--- src/rtl/game_seq.sv ---
// Per-frame game sequencer: button conditioning, command arbitration, game FSM, score/lives/LEDs.
// Build option: define GAME_SEQ_AUTOFIRE_EN for repeating fire while both buttons are held.
module game_seq #(
  parameter int LIVES      = 3,
  parameter int DEB_FRAMES = 3,
  parameter int FIRE_CD    = 15,
  parameter int HIT_FRAMES = 60
) (
  input  logic       clk,
  input  logic       reset,
  input  logic       frame_tick,
  input  logic       btn_left,
  input  logic       btn_right,
  input  logic       ship_hit,
  input  logic       enemy_kill,
  output logic       move_left,
  output logic       move_right,
  output logic       fire,
  output logic       field_rst,
  output logic [1:0] state,
  output logic [7:0] score,
  output logic [1:0] lives,
  output logic [7:0] leds
);
  localparam int NUM_BTN = 2;
  localparam logic [1:0] S_IDLE = 2'b00;
  localparam logic [1:0] S_PLAY = 2'b01;
  localparam logic [1:0] S_HIT  = 2'b10;
  localparam logic [1:0] S_OVER = 2'b11;
  localparam logic [3:0] DEB_LAST = 4'(DEB_FRAMES - 1);

  logic [NUM_BTN-1:0]       raw, sync1, sync2, deb, deb_n;
  logic [NUM_BTN-1:0][3:0]  deb_cnt;
  logic                     both, both_prev, both_rise, fire_ok;
  logic [7:0]               cd, cd_n, hit_cnt, hit_n;
  logic [4:0]               fcnt;
  logic                     pat, pat_n;
  logic [1:0]               state_n, lives_n;
  logic [7:0]               score_n, leds_n;
  logic                     ml_n, mr_n, fire_n, frst_n;

  assign raw = {btn_right, btn_left};

  // Debounced level as it will be after this tick, so decisions see the fresh value.
  always_comb begin
    for (int i = 0; i < NUM_BTN; i++) begin
      deb_n[i] = deb[i];
      if (frame_tick && (sync2[i] != deb[i]) && (deb_cnt[i] == DEB_LAST))
        deb_n[i] = sync2[i];
    end
  end

  assign both      = &deb_n;
  assign both_rise = both & ~both_prev;
`ifdef GAME_SEQ_AUTOFIRE_EN
  assign fire_ok   = both && (cd == 8'd0);
`else
  assign fire_ok   = both_rise && (cd == 8'd0);
`endif

  always_comb begin
    state_n = state;
    score_n = score;
    lives_n = lives;
    cd_n    = cd;
    hit_n   = hit_cnt;
    ml_n    = 1'b0;
    mr_n    = 1'b0;
    fire_n  = 1'b0;
    frst_n  = 1'b0;
    case (state)
      S_IDLE: if (frame_tick && both_rise) begin
        state_n = S_PLAY;
        score_n = 8'd0;
        lives_n = 2'(LIVES);
        cd_n    = 8'd0;
        frst_n  = 1'b1;
      end
      S_PLAY: begin
        if (enemy_kill && score != 8'hFF) score_n = score + 8'd1;
        // A hit pre-empts any command decision on the same tick.
        if (ship_hit) begin
          lives_n = lives - 2'd1;
          if (lives == 2'd1) state_n = S_OVER;
          else begin
            state_n = S_HIT;
            hit_n   = 8'(HIT_FRAMES);
          end
        end else if (frame_tick) begin
          ml_n = deb_n[0] & ~deb_n[1];
          mr_n = deb_n[1] & ~deb_n[0];
          if (fire_ok) begin
            fire_n = 1'b1;
            cd_n   = 8'(FIRE_CD);
          end else if (cd != 8'd0) cd_n = cd - 8'd1;
        end
      end
      S_HIT: if (frame_tick) begin
        hit_n = hit_cnt - 8'd1;
        if (hit_cnt == 8'd1) begin
          state_n = S_PLAY;
          frst_n  = 1'b1;
          cd_n    = 8'd0;
        end
      end
      default: if (frame_tick && both_rise) state_n = S_IDLE;
    endcase
  end

  // Attract pattern flips once every 32 frames.
  always_comb begin
    pat_n = pat;
    if (frame_tick && fcnt == 5'd31) pat_n = ~pat;
    case (state_n)
      S_IDLE:  leds_n = pat_n ? 8'h55 : 8'hAA;
      S_HIT:   leds_n = 8'hFF;
      default: leds_n = score_n;
    endcase
  end

  always_ff @(posedge clk or negedge reset) begin
    if (!reset) begin
      sync1      <= '0;
      sync2      <= '0;
      deb        <= '0;
      deb_cnt    <= '0;
      both_prev  <= 1'b0;
      fcnt       <= 5'd0;
      pat        <= 1'b0;
      cd         <= 8'd0;
      hit_cnt    <= 8'd0;
      state      <= S_IDLE;
      score      <= 8'd0;
      lives      <= 2'(LIVES);
      leds       <= 8'hAA;
      move_left  <= 1'b0;
      move_right <= 1'b0;
      fire       <= 1'b0;
      field_rst  <= 1'b0;
    end else begin
      sync1 <= raw;
      sync2 <= sync1;
      deb   <= deb_n;
      if (frame_tick) begin
        both_prev <= both;
        fcnt      <= fcnt + 5'd1;
        for (int i = 0; i < NUM_BTN; i++)
          deb_cnt[i] <= ((sync2[i] == deb[i]) || (deb_cnt[i] == DEB_LAST)) ? 4'd0 : deb_cnt[i] + 4'd1;
      end
      pat        <= pat_n;
      cd         <= cd_n;
      hit_cnt    <= hit_n;
      state      <= state_n;
      score      <= score_n;
      lives      <= lives_n;
      leds       <= leds_n;
      move_left  <= ml_n;
      move_right <= mr_n;
      fire       <= fire_n;
      field_rst  <= frst_n;
    end
  end
endmodule

--- config.mk ---
export PLATFORM = sky130hd
export DESIGN_NAME = game_seq
export DESIGN_NICKNAME = d
export VERILOG_FILES = /design/src/rtl/game_seq.sv
export SDC_FILE = /design/constraint.sdc
export NUM_CORES = 1
export LEC_CHECK = 0
export CORE_MARGIN = 1.5
export CORE_UTILIZATION = 58
export DETAILED_ROUTE_END_ITERATION = 6
export HOLD_SLACK_MARGIN = 0.15
export PLACE_DENSITY = 0.81
export SYNTH_ARGS = -nofsm -noshare
export SYNTH_HDL_FRONTEND = slang
export SYNTH_SLANG_ARGS = --single-unit
--- constraint.sdc ---
create_clock -name clk -period 4.75 [get_ports clk]
set_clock_uncertainty 0.2 [all_clocks]
set_input_delay 0.95 -clock clk [delete_from_list [all_inputs] [get_ports clk]]
set_output_delay 0.95 -clock clk [all_outputs]
set_load 0.02 [all_outputs]
==> impl_metrics.tcl, run 1 <==
set metrics [dict create \
    synthFlopType "dfrtp_1" \
    viasPerCell 5.77 \
    die_h_microns 75.9 \
    dieArea_sq_um 5760 \
    finalSetupViolCount 0 \
    synthArstFlopShare_pct 100 \
    status "finished, final reports clean" \
    numPlacedInstances 394 \
    cts_buffers 9 \
    tns_ps 0 \
    grt_overflow 0 \
    required_ps 4830 \
    path_max_fanout 9 \
    grt_setup_unrepaired "false" \
    drtIter0Drc 161 \
    fin_nets 353 \
    cts_max_level 3 \
    post-dp-hpwl_microns 4140 \
    clkSinkCount 61 \
    hp-class "register to register" \
    insertion_delay_ps 340 \
    io_pins 31 \
    synth-edff-count 0 \
    grt.total_usage_pct 23.2 \
    die-width_microns 75.9 \
    ir_worst_vdd_mv 0.411 \
    ff_latch_area_sq_um 1530 \
    vias 2364 \
    synth_area_sq_um 3080 \
    antenna_found_initial 0 \
    final-hold-violation-count 0 \
    instances_no_fill 410 \
    avgSynthCellArea_sq_um 10.2 \
    hold_buffers 0 \
    num_rows 26 \
    cts_tree "done" \
    worstReg2RegEnd "leds[3]" \
    drv_slew 0 \
    ant_nets 0 \
    start_util_pct 60.4 \
    fmaxAchievable_ghz 0.293 \
    ys_warn_count 0 \
    cp.arrival_ps 3490 \
    place.port_buffers 30 \
    critPathKind "primary input to register" \
    path_clk_slew_ps 70 \
    post-route-period-util_pct 71.8 \
    grt_pass1_wl_microns 10700 \
    slew_headroom_pct 51.1 \
    antenna_cells 0 \
    place_congestion 0.843 \
    finalWirelength_microns 6020 \
    drive_gt1_share_pct 13.2 \
    ff2ff_setup_slack_ps 1820 \
    end_kind "register" \
    p_per_area_nw_per_um2 639 \
    post_cts.repair.setup_buffers 0 \
    power.total_mw 2.31 \
    layout_commonest_cell "dfrtp_1" \
    worst_slew_pin_slew_ps 734 \
    cts_resized 0 \
    synth_nets 319 \
    clockBufferDepth 2 \
    area_delta_synth_final_pct 17.5 \
    utilization_pct 70.9 \
    endpoint "leds[3]" \
    cp-start-kind "primary input" \
    p_leak_nw 1.60 \
    grt_max_degree 62 \
    first_pass_iters 4 \
    fillerInstances 378 \
    grt_pass1_vias 2283 \
    ctsRootBufferMaster "clkbuf_8" \
    startpoint "frame_tick" \
    avgRoutedWirePerCell_microns 14.7 \
    r2r-start "deb_cnt[0]" \
    mostFrequentLayoutCells "55 x dfrtp_1, 31 x nand2_1, 29 x clkdlybuf4s50_1, 24 x nor2_1" \
    multi_input_area_sq_um 1410 \
    ys_types 53 \
    fin_crit_ps 3410 \
    drv_cap 0 \
    ys_ff_latch 61 \
    synth_cells 301 \
    coreArea_sq_um 5110 \
    drcViolationCount 0 \
    reg2regPathDepth 8 \
    yosysSeqAreaShare_pct 49.8 \
]
[report_power, final]
group / internal (mW) / switching [mW] / leakage [nW] / total [mW]
Clock: 0.282 / 0.198 / 0.112 / 0.481
Sequential: 0.721 / 0.179 / 0.761 / 0.900
Combinational: 0.415 / 0.517 / 0.722 / 0.933
[synth_stat cells, types with 6 or more instances]
cell type,number,area (sq um)
a21oi_1,14,70.1
dfrtp_1,55,1380
dfstp_2,6,158
ha_1,11,138
inv_1,18,67.6
mux2i_1,6,60.1
nand2_1,31,116
nand2b_1,7,43.8
nand4_1,6,37.5
nor2_1,24,90.1
nor3_1,9,45.0
o21a_1,9,67.6
o21ai_0,18,90.1
o31ai_1,9,67.6
or3_1,6,37.5
xnor2_1,7,61.3
[critical path, cell delays in order]
cell             delay, ps
clkdlybuf4s50_1        520
and4bb_2               250
mux2i_1                550
or3_1                  250
nor2_1                  80
o32ai_2                650
o21a_1                 230
[state kept, by name, indices dropped and copies added (netlist names)]
register / count
hit_cnt: 8
deb: 2
sync1: 2
move_left: 1
cd: 8
pat: 1
fcnt: 5
state: 2
score: 8
sync2: 2
field_rst: 1
move_right: 1
fire: 1
both_prev: 1
deb_cnt: 8
leds: 8
lives: 2
[final cells by class]
class / instances / share of cell area [%]
flip-flops and latches: 61 / 42.3
multi-input cells: 213 / 39.0
repair buffers: 32 / 8.57
clock buffers: 12 / 4.56
well taps: 70 / 2.42
inverters: 18 / 1.87
clock inverters: 4 / 1.24
[worst min-delay path by stage]
stage,from,endpoint,slack [ps],depth (start not counted)
floorplan,sync1[0],sync2[0],130,0
global placement,sync1[0],sync2[0],130,0
finish,sync1[0],sync2[0],150,0
global route,sync1[0],sync2[0],160,0
CTS,sync1[1],sync2[1],150,0
detailed placement,sync1[1],sync2[1],140,0
[layer usage]
layer	wire length, microns	part of all wire (%)	GRT usage (%)	up-vias
met1	2730	45	30.8	1146
met5	0	0	0	-
li1	-	-	-	1144
met4	109	1.8	11.9	0
met2	2930	49	37.4	65
met3	251	4.2	3.37	9
[logic make-up after synthesis]
| group | Yosys count | synth area share (%) |
|---|---|---|
| simple gates | 113 | 20.0 |
| compound gates | 68 | 14.8 |
| flops | 61 | 49.8 |
| buf+inv | 27 | 4.42 |
| xor+xnor | 11 | 3.12 |
| fa+ha+maj | 11 | 4.46 |
| mux | 10 | 3.41 |
[metrics by stage]
stage / setup WS [ps] / hold WS, ps / instance area, sq um
floorplan: 1980 / 131 / 3080
global placement: 1110 / 133 / 3410
detailed placement: 1010 / 139 / 3410
CTS: 1350 / 154 / 3620
global route: 1120 / 159 / 3620
finish: 1340 / 150 / 3620
Note: power is estimated with default switching activity, not from simulation.
==> run 2: changes to the inputs <==
Settings changed: CORE_UTILIZATION 58 to 57, PLACE_DENSITY 0.81 to 0.8.
Clock period 4.75 ns to 3.4 ns, I/O delays scaled along.
==> run 2 against run 1 <==
  * Clock-buffer cell count is 2 higher
  * Die area increased by 1.7%
  * Hold slack worse by 2.4 ps
  * Sequential share of layout area decreased by 0.26 points
  * Utilization decreased by 0.46 points
  * Register-to-register slack lost 1100 ps
  * Combinational power is 46% higher
  * Critical endpoint is now cd[7]
  * Via count increased by 2.6%
  * First-iteration DRC count increased by 3.7%
==> impl_metrics.tcl, run 2 (synthesized netlist as in run 1, its figures left out) <==
set metrics [dict create \
    clkSinkCount 61 \
    reg2regPathDepth 8 \
    p_int_mw 1.93 \
    status "finished, final reports clean" \
    slew_headroom_pct 39.2 \
    antenna_found_initial 0 \
    dieArea_sq_um 5860 \
    fin_crit_ps 2910 \
    antenna_cells 0 \
    fin_nets 361 \
    final-hold-violation-count 0 \
    post_cts.repair.setup_buffers 0 \
    fillerInstances 378 \
    end_kind "register" \
    layout_commonest_cell "dfrtp_1" \
    required_ps 3460 \
    tns_ps 0 \
    drtIter0Drc 167 \
    ctsRootBufferMaster "clkbuf_8" \
    r2r-start "cd[0]" \
    start_util_pct 59.6 \
    die-width_microns 76.5 \
    cts_buffers 9 \
    power_frac_seq_pct 39.6 \
    cts_resized 0 \
    worst_slew_pin_slew_ps 912 \
    place.port_buffers 30 \
    avgRoutedWirePerCell_microns 15.4 \
    grt_setup_unrepaired "false" \
    grt_max_degree 43 \
    area_delta_synth_final_pct 18.2 \
    min_path_cells 0 \
    grt_pass1_wl_microns 11300 \
    utilization_pct 70.5 \
    p_switching_mw 1.26 \
    grt.total_usage_pct 24.8 \
    critPathKind "primary input to register" \
    drv_cap 0 \
    p_sw_share_pct 39.6 \
    coreArea_sq_um 5170 \
    post-route-period-util_pct 85.6 \
    post-dp-hpwl_microns 4500 \
    drv_slew 0 \
    p_leak_nw 1.61 \
    num_rows 26 \
    comb_power_share_pct 42.6 \
    ir_worst_vdd_mv 0.494 \
    finalWirelength_microns 6450 \
    mostFrequentLayoutCells "55 x dfrtp_1, 31 x nand2_1, 29 x clkdlybuf4s50_1, 24 x nor2_1" \
    io_pins 31 \
    fmaxAchievable_ghz 0.343 \
    vias 2426 \
    cts_max_level 3 \
    grt_overflow 0 \
    drcViolationCount 0 \
    die_h_microns 76.5 \
    startpoint "frame_tick" \
    cts_tree "done" \
    viasPerCell 5.80 \
    path_clk_slew_ps 70 \
    whs_endpoint "sync2[1]" \
    insertion_delay_ps 350 \
    worstReg2RegEnd "cd[1]" \
    hold_buffers 0 \
    p_per_area_nw_per_um2 876 \
    clockBufferDepth 2 \
    cp-start-kind "primary input" \
    finalSetupViolCount 0 \
    pwr-share-clk_pct 17.8 \
    ff2ff_setup_slack_ps 680 \
    path_max_fanout 7 \
    grt_pass1_vias 2445 \
    drive_gt1_share_pct 14.4 \
    cp.arrival_ps 2970 \
    first_pass_iters 4 \
    hp-class "register to register" \
    ant_nets 0 \
    hp-start "sync1[1]" \
    place_congestion 0.884 \
]
==> run 2: changes by cell type in the layout (fill, tap and decap cells not counted) <==
cell	change
clkinv_2	-1
bufinv_16	-1
clkbuf_8	-1
clkbuf_1	+3
buf_4	+8
==> run 2: area by class of cell <==
type,count,area [sq um],share of cell area (%)
clock buffers,14,163,4.46
multi-input cells,213,1410,38.8
flip-flops and latches,61,1530,42.1
clock inverters,2,10.0,0.275
inverters,18,67.6,1.85
well taps,70,87.6,2.40
repair buffers,40,370,10.2
==> run 2: worst max-delay path by stage <==
stage / end / slack [ps]
6_report: cd[7] / 490
5_1_grt: cd[5] / 310
3_5_place_dp: cd[5] / 180
3_3_place_gp: cd[7] / 260
2_1_floorplan: leds[0] / 900
4_1_cts: cd[7] / 510
==> run 2: critical path, cell delays in order <==
cell and delay, ps:
clkdlybuf4s50_1 520, and4bb_2 300, mux2i_1 190, o311ai_1 430, nand3_2 200, or4_1 500, a21oi_1 170
==> run 2: per-stage QoR <==
step	hold WS [ps]	total power, mW	instance area [sq um]	worst slack, ps	cells
final	148	3.19	3640	488	418
after global routing	155	3.44	3640	306	418
after CTS	151	3.21	3640	514	418
after detailed placement	136	2.63	3470	182	402
after global placement	132	2.56	3470	264	402
after floorplan	131	2.18	3080	896	301
==> run 2: power groups by stage <==
stage / combinational [mW] / sequential (mW) / clock (mW)
2_1_floorplan: 0.879 / 1.30 / 0
3_3_place_gp: 1.30 / 1.26 / 0
3_5_place_dp: 1.36 / 1.27 / 0
4_1_cts: 1.36 / 1.26 / 0.581
5_1_grt: 1.52 / 1.30 / 0.611
6_report: 1.36 / 1.26 / 0.568
==> run 2: per-layer routing <==
metal	GRT usage [%]	vias to the layer above	wire length [microns]
met5	0	-	0
met4	12.0	0	158
met3	6.71	16	325
met2	41.0	68	3180
met1	30.1	1185	2780
li1	-	1157	-
==> run 3: changes to the inputs <==
Settings changed: CORE_ASPECT_RATIO set to 0.7.
==> run 3 against run 2 <==
  * Routed wire length increased by 5.9%
  * Clock power increased by 15%
  * Fmax decreased by 1.3%
  * Cell area increased by 1.2%
  * Die area increased by 0.11%
  * First-iteration DRC count increased by 69%
  * Largest power group unchanged
==> impl_metrics.tcl, run 3 (synthesized netlist as in run 1, its figures left out) <==
set metrics [dict create \
    status "finished, final reports clean" \
    ir_worst_vdd_mv 0.544 \
    reg2regPathDepth 8 \
    place_congestion 0.876 \
    fin_nets 362 \
    cpMaxStageDelayCell "clkdlybuf4s50_1" \
    p_sw_share_pct 39.6 \
    grt_setup_unrepaired "false" \
    coreArea_sq_um 5230 \
    p_int_mw 2.01 \
    first_pass_iters 4 \
    avgRoutedWirePerCell_microns 16.2 \
    final-hold-violation-count 0 \
    power_frac_seq_pct 38.5 \
    place.port_buffers 30 \
    p_per_area_nw_per_um2 902 \
    end_kind "register" \
    layout_commonest_cell "dfrtp_1" \
    cp-start-kind "primary input" \
    grt.total_usage_pct 26.1 \
    antenna_cells 0 \
    vias 2479 \
    post-dp-hpwl_microns 4680 \
    cts_max_level 3 \
    post_cts.repair.setup_buffers 0 \
    clkSinkCount 61 \
    hold_buffers 1 \
    p_leak_nw 1.63 \
    drive_gt1_share_pct 14.9 \
    num_rows 22 \
    path_clk_slew_ps 70 \
    crit_chain "clkdlybuf4s50_1, and4bb_2, mux2i_1, o311ai_1, nand3_2, or4_1, a21oi_1" \
    cts_resized 0 \
    grt_overflow 0 \
    startpoint "frame_tick" \
    p_switching_mw 1.32 \
    clockBufferDepth 2 \
    drtIter0Drc 282 \
    drv_slew 0 \
    ctsRootBufferMaster "clkbuf_8" \
    cts_buffers 9 \
    comb_power_share_pct 41.9 \
    path_max_fanout 11 \
    dieArea_sq_um 5870 \
    cp.arrival_ps 3010 \
    die-width_microns 90.9 \
    r2r-start "cd[0]" \
    io_pins 31 \
    pwr-share-clk_pct 19.6 \
    worst_slew_pin_slew_ps 615 \
    drcViolationCount 0 \
    ff2ff_setup_slack_ps 640 \
    fmaxAchievable_ghz 0.339 \
    fin_crit_ps 2950 \
    die_h_microns 64.5 \
    required_ps 3460 \
    finalWirelength_microns 6830 \
    finalSetupViolCount 0 \
    post-route-period-util_pct 86.7 \
    hp-class "register to register" \
    power.total_mw 3.32 \
    grt_max_degree 51 \
    grt_pass1_vias 2386 \
    start_util_pct 58.9 \
    area_delta_synth_final_pct 19.6 \
    endpoint "cd[5]" \
    viasPerCell 5.89 \
    cts_tree "done" \
    ant_nets 0 \
    slew_headroom_pct 59.0 \
    critPathMaxStageDelay_ps 570 \
    mostFrequentLayoutCells "55 x dfrtp_1, 31 x nand2_1, 29 x clkdlybuf4s50_1, 24 x nor2_1" \
    drv_cap 0 \
    tns_ps 0 \
    worstReg2RegEnd "cd[0]" \
    antenna_found_initial 0 \
    grt_pass1_wl_microns 11700 \
    critPathKind "primary input to register" \
    insertion_delay_ps 340 \
]
## run 3: final cells by class
class                      instances  area [sq um]
inverter                          18          67.6
fill                             387          1540
sequential                        61          1530
clock inverter                     4          47.5
multi-input combinational        213          1410
clock buffer                      12           155
timing repair buffer              41           380
tap                               72          90.1
## run 3: how the worst min path moves through the flow
stage,depth (start not counted),endpoint,slack (ps),from
floorplan,0,sync2[0],130,sync1[0]
global placement,0,sync2[0],130,sync1[0]
detailed placement,0,sync2[1],140,sync1[1]
CTS,0,sync2[1],160,sync1[1]
global route,0,sync2[0],170,sync1[0]
finish,0,sync2[1],160,sync1[1]
## run 3: worst max-delay path, delay by kind of cell
kind,cells,cell delay (ps)
compound gates,2,570
buf+inv,1,570
mux,1,190
simple gates,3,990
## run 3: power groups by stage
| stage | clock [mW] | combinational (mW) | sequential (mW) |
|---|---|---|---|
| after detailed placement | 0 | 1.37 | 1.27 |
| after global routing | 0.691 | 1.55 | 1.32 |
| after global placement | 0 | 1.32 | 1.26 |
| after floorplan | 0 | 0.879 | 1.30 |
| after CTS | 0.660 | 1.38 | 1.28 |
| final | 0.652 | 1.39 | 1.28 |
## run 3: stage by stage
stage          instances  instance area [sq um]  setup WS, ps  utilization (%)  hold WS [ps]
2_1_floorplan        301                   3080           896                -           131
3_3_place_gp         404                   3470           203             66.4           133
3_5_place_dp         404                   3470           116             66.4           141
4_1_cts              421                   3690           464             70.5           157
5_1_grt              421                   3690           289             70.5           167
6_report             421                   3690           451             70.5           155
## run 3: layer usage
layer | vias to the layer above | share of wire, % | track usage (%)
li1 | 1161 | - | -
met1 | 1221 | 49 | 37.4
met2 | 81 | 43 | 39.2
met3 | 16 | 6.3 | 7.51
met4 | 0 | 1.5 | 6.84
met5 | - | 0 | 0
